--- config.mk ---
export PLATFORM = sky130hd
export DESIGN_NAME = vga_msg_sequencer_flat
export DESIGN_NICKNAME = d
export VERILOG_FILES = /design/src/rtl/vga_msg_sequencer_if.sv /design/src/rtl/vga_msg_sequencer.sv /design/src/flat_wrapper.sv
export SDC_FILE = /design/constraint.sdc
export NUM_CORES = 1
export LEC_CHECK = 0
export BUFFER_PORTS_ARGS = -buffer_cell sky130_fd_sc_hd__buf_2
export CORE_AREA = 2 2 58 54
export DETAILED_ROUTE_END_ITERATION = 7
export DIE_AREA = 0 0 60 56
export SLEW_MARGIN = 20
export SYNTH_ARGS = -nofsm -noshare
export SYNTH_HDL_FRONTEND = slang
export SYNTH_SLANG_ARGS = --single-unit
--- constraint.sdc ---
create_clock -name clk -period 1.9 [get_ports clk]
set_clock_uncertainty 0.15 [all_clocks]
set_input_delay 0.38 -clock clk [delete_from_list [all_inputs] [get_ports clk]]
set_output_delay 0.38 -clock clk [all_outputs]
set_load 0.01 [all_outputs]
--- src/rtl/vga_msg_sequencer_if.sv ---
// Handshake-free signal bundle between vga_msg_sequencer and its frame/control environment.
// master = the sequencer itself, slave = whatever drives vsync/skip/pause and consumes the outputs.
interface vga_msg_sequencer_if #(
  parameter int IDX_W = 2
);
  logic             vsync_i;
  logic             skip_i;
  logic             pause_i;
  logic [IDX_W-1:0] msg_idx_o;
  logic             msg_en_o;
  logic             frame_tick_o;
  logic [1:0]       seq_state_o;

  modport master (
    input  vsync_i, skip_i, pause_i,
    output msg_idx_o, msg_en_o, frame_tick_o, seq_state_o
  );

  modport slave (
    output vsync_i, skip_i, pause_i,
    input  msg_idx_o, msg_en_o, frame_tick_o, seq_state_o
  );
endinterface

--- src/rtl/vga_msg_sequencer.sv ---
// Frame-synchronous message scheduler: SHOW for HOLD_FRAMES, BLANK for BLANK_FRAMES, all changes at vsync.
// Optional VGA_MSG_BLINK_EN: msg_en blinks 8 frames on / 8 off while in SHOW.
module vga_msg_sequencer #(
  parameter int NUM_MSGS     = 4,
  parameter int IDX_W        = 2,
  parameter int HOLD_FRAMES  = 120,
  parameter int BLANK_FRAMES = 15,
  parameter int CNT_W        = 8
) (
  input  logic                 clk,
  input  logic                 rst_n,
  vga_msg_sequencer_if.master  bus
);
  localparam logic [1:0] ST_INIT  = 2'b00;
  localparam logic [1:0] ST_SHOW  = 2'b01;
  localparam logic [1:0] ST_BLANK = 2'b10;

  localparam logic [CNT_W-1:0] HOLD_LAST  = CNT_W'(HOLD_FRAMES - 1);
  localparam logic [CNT_W-1:0] BLANK_LAST = CNT_W'(BLANK_FRAMES - 1);
  localparam logic [IDX_W-1:0] IDX_LAST   = IDX_W'(NUM_MSGS - 1);

  logic             vs_d_q, skip_d_q, skip_pend_q, frame_tick_q, msg_en_q;
  logic             skip_pend_d, frame_tick_d, msg_en_d;
  logic [1:0]       state_q, state_d;
  logic [CNT_W-1:0] cnt_q, cnt_d;
  logic [IDX_W-1:0] msg_idx_q, msg_idx_d;
  logic             skip_rise;

  always_comb begin
    frame_tick_d = vs_d_q & ~bus.vsync_i;
    skip_rise    = bus.skip_i & ~skip_d_q;

    // An edge seen on the tick edge itself is kept for the following frame.
    skip_pend_d = skip_pend_q;
    if (frame_tick_q) skip_pend_d = 1'b0;
    if (skip_rise)    skip_pend_d = 1'b1;

    state_d   = state_q;
    cnt_d     = cnt_q;
    msg_idx_d = msg_idx_q;
    if (frame_tick_q) begin
      case (state_q)
        ST_INIT: begin
          state_d = ST_SHOW;
          cnt_d   = '0;
        end
        ST_SHOW: begin
          if (skip_pend_q || (cnt_q == HOLD_LAST && !bus.pause_i)) begin
            state_d = ST_BLANK;
            cnt_d   = '0;
          end else if (!bus.pause_i) begin
            cnt_d = cnt_q + CNT_W'(1);
          end
        end
        ST_BLANK: begin
          if (skip_pend_q || (cnt_q == BLANK_LAST && !bus.pause_i)) begin
            state_d   = ST_SHOW;
            cnt_d     = '0;
            msg_idx_d = (msg_idx_q == IDX_LAST) ? '0 : msg_idx_q + IDX_W'(1);
          end else if (!bus.pause_i) begin
            cnt_d = cnt_q + CNT_W'(1);
          end
        end
        default: begin
          state_d = ST_INIT;
          cnt_d   = '0;
        end
      endcase
    end

`ifdef VGA_MSG_BLINK_EN
    msg_en_d = (state_d == ST_SHOW) & ~cnt_d[3];
`else
    msg_en_d = (state_d == ST_SHOW);
`endif
  end

  always_ff @(posedge clk or negedge rst_n) begin
    if (!rst_n) begin
      vs_d_q       <= 1'b1;
      skip_d_q     <= 1'b1;
      skip_pend_q  <= 1'b0;
      frame_tick_q <= 1'b0;
      state_q      <= ST_INIT;
      cnt_q        <= '0;
      msg_idx_q    <= '0;
      msg_en_q     <= 1'b0;
    end else begin
      vs_d_q       <= bus.vsync_i;
      skip_d_q     <= bus.skip_i;
      skip_pend_q  <= skip_pend_d;
      frame_tick_q <= frame_tick_d;
      state_q      <= state_d;
      cnt_q        <= cnt_d;
      msg_idx_q    <= msg_idx_d;
      msg_en_q     <= msg_en_d;
    end
  end

  assign bus.msg_idx_o    = msg_idx_q;
  assign bus.msg_en_o     = msg_en_q;
  assign bus.frame_tick_o = frame_tick_q;
  assign bus.seq_state_o  = state_q;
endmodule

--- src/flat_wrapper.sv ---
// flat-port wrapper written by rule: the top's interface ports become plain ports
module vga_msg_sequencer_flat 
#(
  parameter int NUM_MSGS     = 4,
  parameter int IDX_W        = 2,
  parameter int HOLD_FRAMES  = 120,
  parameter int BLANK_FRAMES = 15,
  parameter int CNT_W        = 8
)
  (clk, rst_n, bus_vsync_i, bus_skip_i, bus_pause_i, bus_msg_idx_o, bus_msg_en_o, bus_frame_tick_o, bus_seq_state_o);
  vga_msg_sequencer_if #(.IDX_W(IDX_W)) bus_i ();
  input  logic clk;
  input  logic rst_n;
  input wire logic [$bits(bus_i.vsync_i)-1:0] bus_vsync_i;
  input wire logic [$bits(bus_i.skip_i)-1:0] bus_skip_i;
  input wire logic [$bits(bus_i.pause_i)-1:0] bus_pause_i;
  output wire logic [$bits(bus_i.msg_idx_o)-1:0] bus_msg_idx_o;
  output wire logic [$bits(bus_i.msg_en_o)-1:0] bus_msg_en_o;
  output wire logic [$bits(bus_i.frame_tick_o)-1:0] bus_frame_tick_o;
  output wire logic [$bits(bus_i.seq_state_o)-1:0] bus_seq_state_o;
  assign bus_i.vsync_i = bus_vsync_i;
  assign bus_i.skip_i = bus_skip_i;
  assign bus_i.pause_i = bus_pause_i;
  assign bus_msg_idx_o = bus_i.msg_idx_o;
  assign bus_msg_en_o = bus_i.msg_en_o;
  assign bus_frame_tick_o = bus_i.frame_tick_o;
  assign bus_seq_state_o = bus_i.seq_state_o;
  vga_msg_sequencer #(.NUM_MSGS(NUM_MSGS), .IDX_W(IDX_W), .HOLD_FRAMES(HOLD_FRAMES), .BLANK_FRAMES(BLANK_FRAMES), .CNT_W(CNT_W)) u_core (.clk(clk), .rst_n(rst_n), .bus(bus_i));
endmodule
# Word level (Yosys, flattened, before mapping)
# Cells that the tools add are included.
# word_totals
regBits	17
out_inout_bits	6
word_cells	39
# classes
n_addsub	2
n_eq_ne	6
mux	11
bitwise	4
n_reduce_logical	8
# op_table
operator	count
8-bit 2-to-1 mux	3
8-bit one-hot mux with 2 select lines	1
8-bit by 1-bit adder with 8-bit output (second input constant)	1
8-bit by 4-bit equality test with 1-bit output (second input constant)	1
8-bit by 7-bit equality test with 1-bit output (second input constant)	1
2-bit 2-to-1 mux	4
2-bit one-hot mux with 3 select lines	1
2-bit by 1-bit equality test with 1-bit output (second input constant)	2
2-bit equality test (second input constant)	2
3-bit AND reduction	1
2-bit by 1-bit adder with 2-bit output (second input constant)	1
1-bit bitwise AND	2
1-bit logical AND	2
2-bit zero test	1
1-bit logical OR	2
1-bit 2-to-1 mux	2
1-bit inverter	2
2-bit nonzero test	1
1-bit zero test	1

# Logic depth before layout (Yosys ltp)
# logic_depth
depth_word	7
ltp_mapped	6
ltp_nobuf	6

# Worst setup path after synthesis
# No wires, ideal clock.
# synth_path
kind	reg2reg
from	reg u_core.state_q[0] (netlist: u_core.bus.seq_state_o[0])
to	reg u_core.cnt_q[3]
arrival_ps	1592
path_slack_ps	57
stages_incl_launch_ff	7
n_path_buf	0
period_less_slack_ps	1843
path_cell_list	dfrtp_1 inv_1 ha_1 nand2_1 a311oi_4 nor2_2 o311ai_2
# synth_via
elab_chain_len	2
word_cells_on_any_way	3
# synth_lines
item	line_no	rtl
start: declaration	vga_msg_sequencer.sv:24	logic [1:0] state_q, state_d;
start signal: assignment	vga_msg_sequencer.sv:93	state_q <= state_d;
2-bit equality test or 2-bit by 1-bit equality test with 1-bit output (tied branches)	vga_msg_sequencer.sv:42	case (state_q)
8-bit one-hot mux with 2 select lines (*)	vga_msg_sequencer.sv:42	
end signal: assignment	vga_msg_sequencer.sv:94	cnt_q <= cnt_d;
end: declaration	vga_msg_sequencer.sv:25	logic [CNT_W-1:0] cnt_q, cnt_d;
# Mark *: on every way between the ends. The rest lies on a longest branch, timed or not.
# A chain may end at the register's enable or synchronous reset.

# Worst setup path in the final report
# layout_path
from	reg u_core.cnt_q[0]
to	reg u_core.cnt_q[3]
# layout_via
elab_chain_len	5
word_cells_on_any_way	11
# layout_lines
item	line_no
branches (longest 4 deep; another with 8-bit by 1-bit adder with 8-bit output)	-
8-bit one-hot mux with 2 select lines (*)	vga_msg_sequencer.sv:42
# Every way passes the cells marked *.

==> flow_summary.json <==
{
  "run_status": "complete, no violations",
  "crit_path_end": "u_core.cnt_q[3]$_DFFE_PN0P_",
  "synth_commonest_cells": "15 x dfrtp_1, 8 x inv_1, 7 x ha_1",
  "maxCapViolCount": 0,
  "num_antenna_cells": 0,
  "crit_type": "flop to flop",
  "fillCellCount": 266,
  "hold_viol_final": 0,
  "met3WireLength_microns": 37,
  "fin_nets": 132,
  "syn_inst": 99,
  "worstSetupStartpointType": "flop",
  "worst_slew_pin_slew_ps": 393.3,
  "synthesis.nets": 111,
  "clkLatencyLatePin_ps": 280,
  "top_layer": "met4",
  "synth.most_common_cell": "dfrtp_1",
  "clk_path_buf_depth": 2,
  "r2r_slack_ps": 100,
  "drt.antenna.violating_nets": 0,
  "timing.rr.end": "u_core.cnt_q[3]$_DFFE_PN0P_",
  "drv_slew": 0,
  "leakage_uw": 0.0005280,
  "synth_ff_type": "dfrtp_1",
  "fmax_mhz": 556.4,
  "avgSynthCellArea_sq_um": 10.68,
  "synth_area_leader_cell": "dfrtp_1",
  "first_global_vias": 786,
  "holdWs_ps": 42.31,
  "multi_input_area_sq_um": 584.3,
  "setup_viol": 0,
  "place_congestion": 0.8164,
  "vdd_ir_drop_max_mv": 0.4186,
  "r2r-start": "u_core.cnt_q[0]$_DFFE_PN0P_",
  "hold_path.class": "primary input to flop",
  "grt_pass1_wl_microns": 3512,
  "crit_start": "u_core.cnt_q[0]$_DFFE_PN0P_",
  "wl_per_cell_microns": 12.32,
  "drt_iter0_markers": 20,
  "rows": 18,
  "grt_max_degree": 18,
  "drcViolationCount": 0,
  "cp.arrival_ps": 1840,
  "r2r_cells": 6,
  "hpwl_microns": 1506,
  "period_needed_ps": 1797,
  "syn2layout_area_growth_pct": 17.16,
  "synth.distinct_cells": 43,
  "cts_buffers": 3,
  "placed_cell_area_sq_mm": 0.001182,
  "worst-path-max-fanout": 6,
  "ys_top_cells_by_area": "dfrtp_1 36%, ha_1 8.3%, dfstp_2 5.0%",
  "cts_sinks": 17,
  "die_y_microns": 56,
  "fin_crit_sh_pct": 94.59,
  "routed_via_density": 4.962,
  "power.density_mw_per_mm2": 881.6,
  "io_pins": 11,
  "start_util_pct": 38.80,
  "seq_area_sq_um": 427.9,
  "vias": 789,
  "root_buffer": "clkbuf_4",
  "drive_above_1_share_pct": 29.41,
  "wl_met2_microns": 953,
  "cts_tree": "built",
  "port_buffers": 10,
  "worstHoldStart": "bus_vsync_i",
  "yosys_warnings": 0,
  "worstSetupEndpointType": "flop",
  "yosysSeqAreaShare_pct": 40.47,
  "h-tree-depth": 1,
  "coreArea_sq_mm": 0.002725,
  "dieArea_sq_mm": 0.003360,
  "fin_util_pct": 45.45,
  "stdcell_area_sq_mm": 0.001239,
  "syn-cell-area_sq_mm": 0.001057,
  "setup_slack_ps": 102.8,
  "async_flop_share_pct": 100.0,
  "synth_top_area_share_pct": 35.50,
  "antenna_found_initial": 0,
  "required_ps": 1940,
  "pre_cts_slack_ps": 47.83,
  "rsz0062_at_grt": "false",
  "dieWidth_microns": 60,
  "synth-seq-cells": 17,
  "wirelength_microns": 1959,
  "overflow": 0,
  "relSlewSlack_pct": 73.78,
  "met1_length_microns": 955,
  "path_clk_slew_ps": 100,
  "final.setup.tns_ps": 0,
  "synth_edf_count": 0,
  "grt_use_total_pct": 13.71,
  "first_pass_iters": 4
}
## cells by family (layout without fill, tap and decap cells)
group / count (synthesis) / after routing / synth area share, %
simple gates: 33 / 33 / 21.30
fa+ha+maj: 7 / 7 / 8.284
flops: 17 / 17 / 40.47
mux: 2 / 2 / 2.130
xor+xnor: 4 / 4 / 3.314
compound gates: 25 / 25 / 19.77
buf+inv: 11 / 31 / 4.733
## critical path: stages, from the launching register on
cell	delay, ps
dfrtp_1	420
inv_1	70
ha_1	210
and4bb_4	220
a211oi_4	300
nor2_4	110
o311ai_2	220
## area by class of cell
class | instances | area share, %
clock buffers | 4 | 2.121
well taps | 40 | 4.040
flip-flops and latches | 17 | 34.55
multi-input cells | 71 | 47.17
inverters | 8 | 2.424
repair buffers | 19 | 9.697
## metrics by stage
| stage | instances | power (uW) |
|---|---|---|
| 2_1_floorplan | 99 | 747.2 |
| 3_3_place_gp | 152 | 881.0 |
| 3_5_place_dp | 152 | 889.5 |
| 4_1_cts | 157 | 1087 |
| 5_1_grt | 159 | 1188 |
| 6_report | 159 | 1092 |
## per-layer routing
metal | vias to the layer above | global-route usage, %
li1 | 397 | -
met1 | 383 | 19.94
met2 | 7 | 19.41
met3 | 2 | 2.791
met4 | 0 | 5.714
met5 | - | 0
## worst min-delay path by stage
stage | end | slack (ps) | cells after the start
floorplan | u_core.bus.frame_tick_o$_DFF_PN0_ | -70 | 0
global placement | u_core.bus.msg_idx_o[1]$_DFFE_PN0P_ | 170 | 1
detailed placement | u_core.bus.frame_tick_o$_DFF_PN0_ | 180 | 1
CTS | u_core.skip_d_q$_DFF_PN1_ | 30 | 1
global route | u_core.vs_d_q$_DFF_PN1_ | 20 | 1
finish | u_core.vs_d_q$_DFF_PN1_ | 40 | 1
## state kept, by name (all words and copies together), names as in the netlist
register	count
u_core.bus.seq_state_o	2
u_core.cnt_q	8
u_core.bus.frame_tick_o	1
u_core.skip_d_q	1
u_core.vs_d_q	1
u_core.skip_pend_q	1
u_core.bus.msg_idx_o	2
u_core.bus.msg_en_o	1
## report_power, final
part | total (uW) | switching [uW] | internal (uW)
Combinational | 431 | 233 | 198
Sequential | 469 | 46.7 | 422
Clock | 192 | 110 | 81.5
## layout by cell type, fill, tap and decap left out, types with 3 or more instances in the layout
cell type,netlist,final
a21oi_1,5,5
buf_2,1,10
buf_4,0,8
clkbuf_4,0,3
dfrtp_1,15,15
ha_1,7,7
inv_1,8,8
nand2_1,6,6
nand4_1,3,3
nor2_1,5,5
o21ai_0,5,5
o22ai_1,3,3
## timing repair
action	CTS	global route
setup endpoints to repair	0	3
buffers inserted	0	2
hold buffers	1	0
resized for setup	0	1
hold endpoints to repair	15	0
Power figures use the tool's default switching activity.
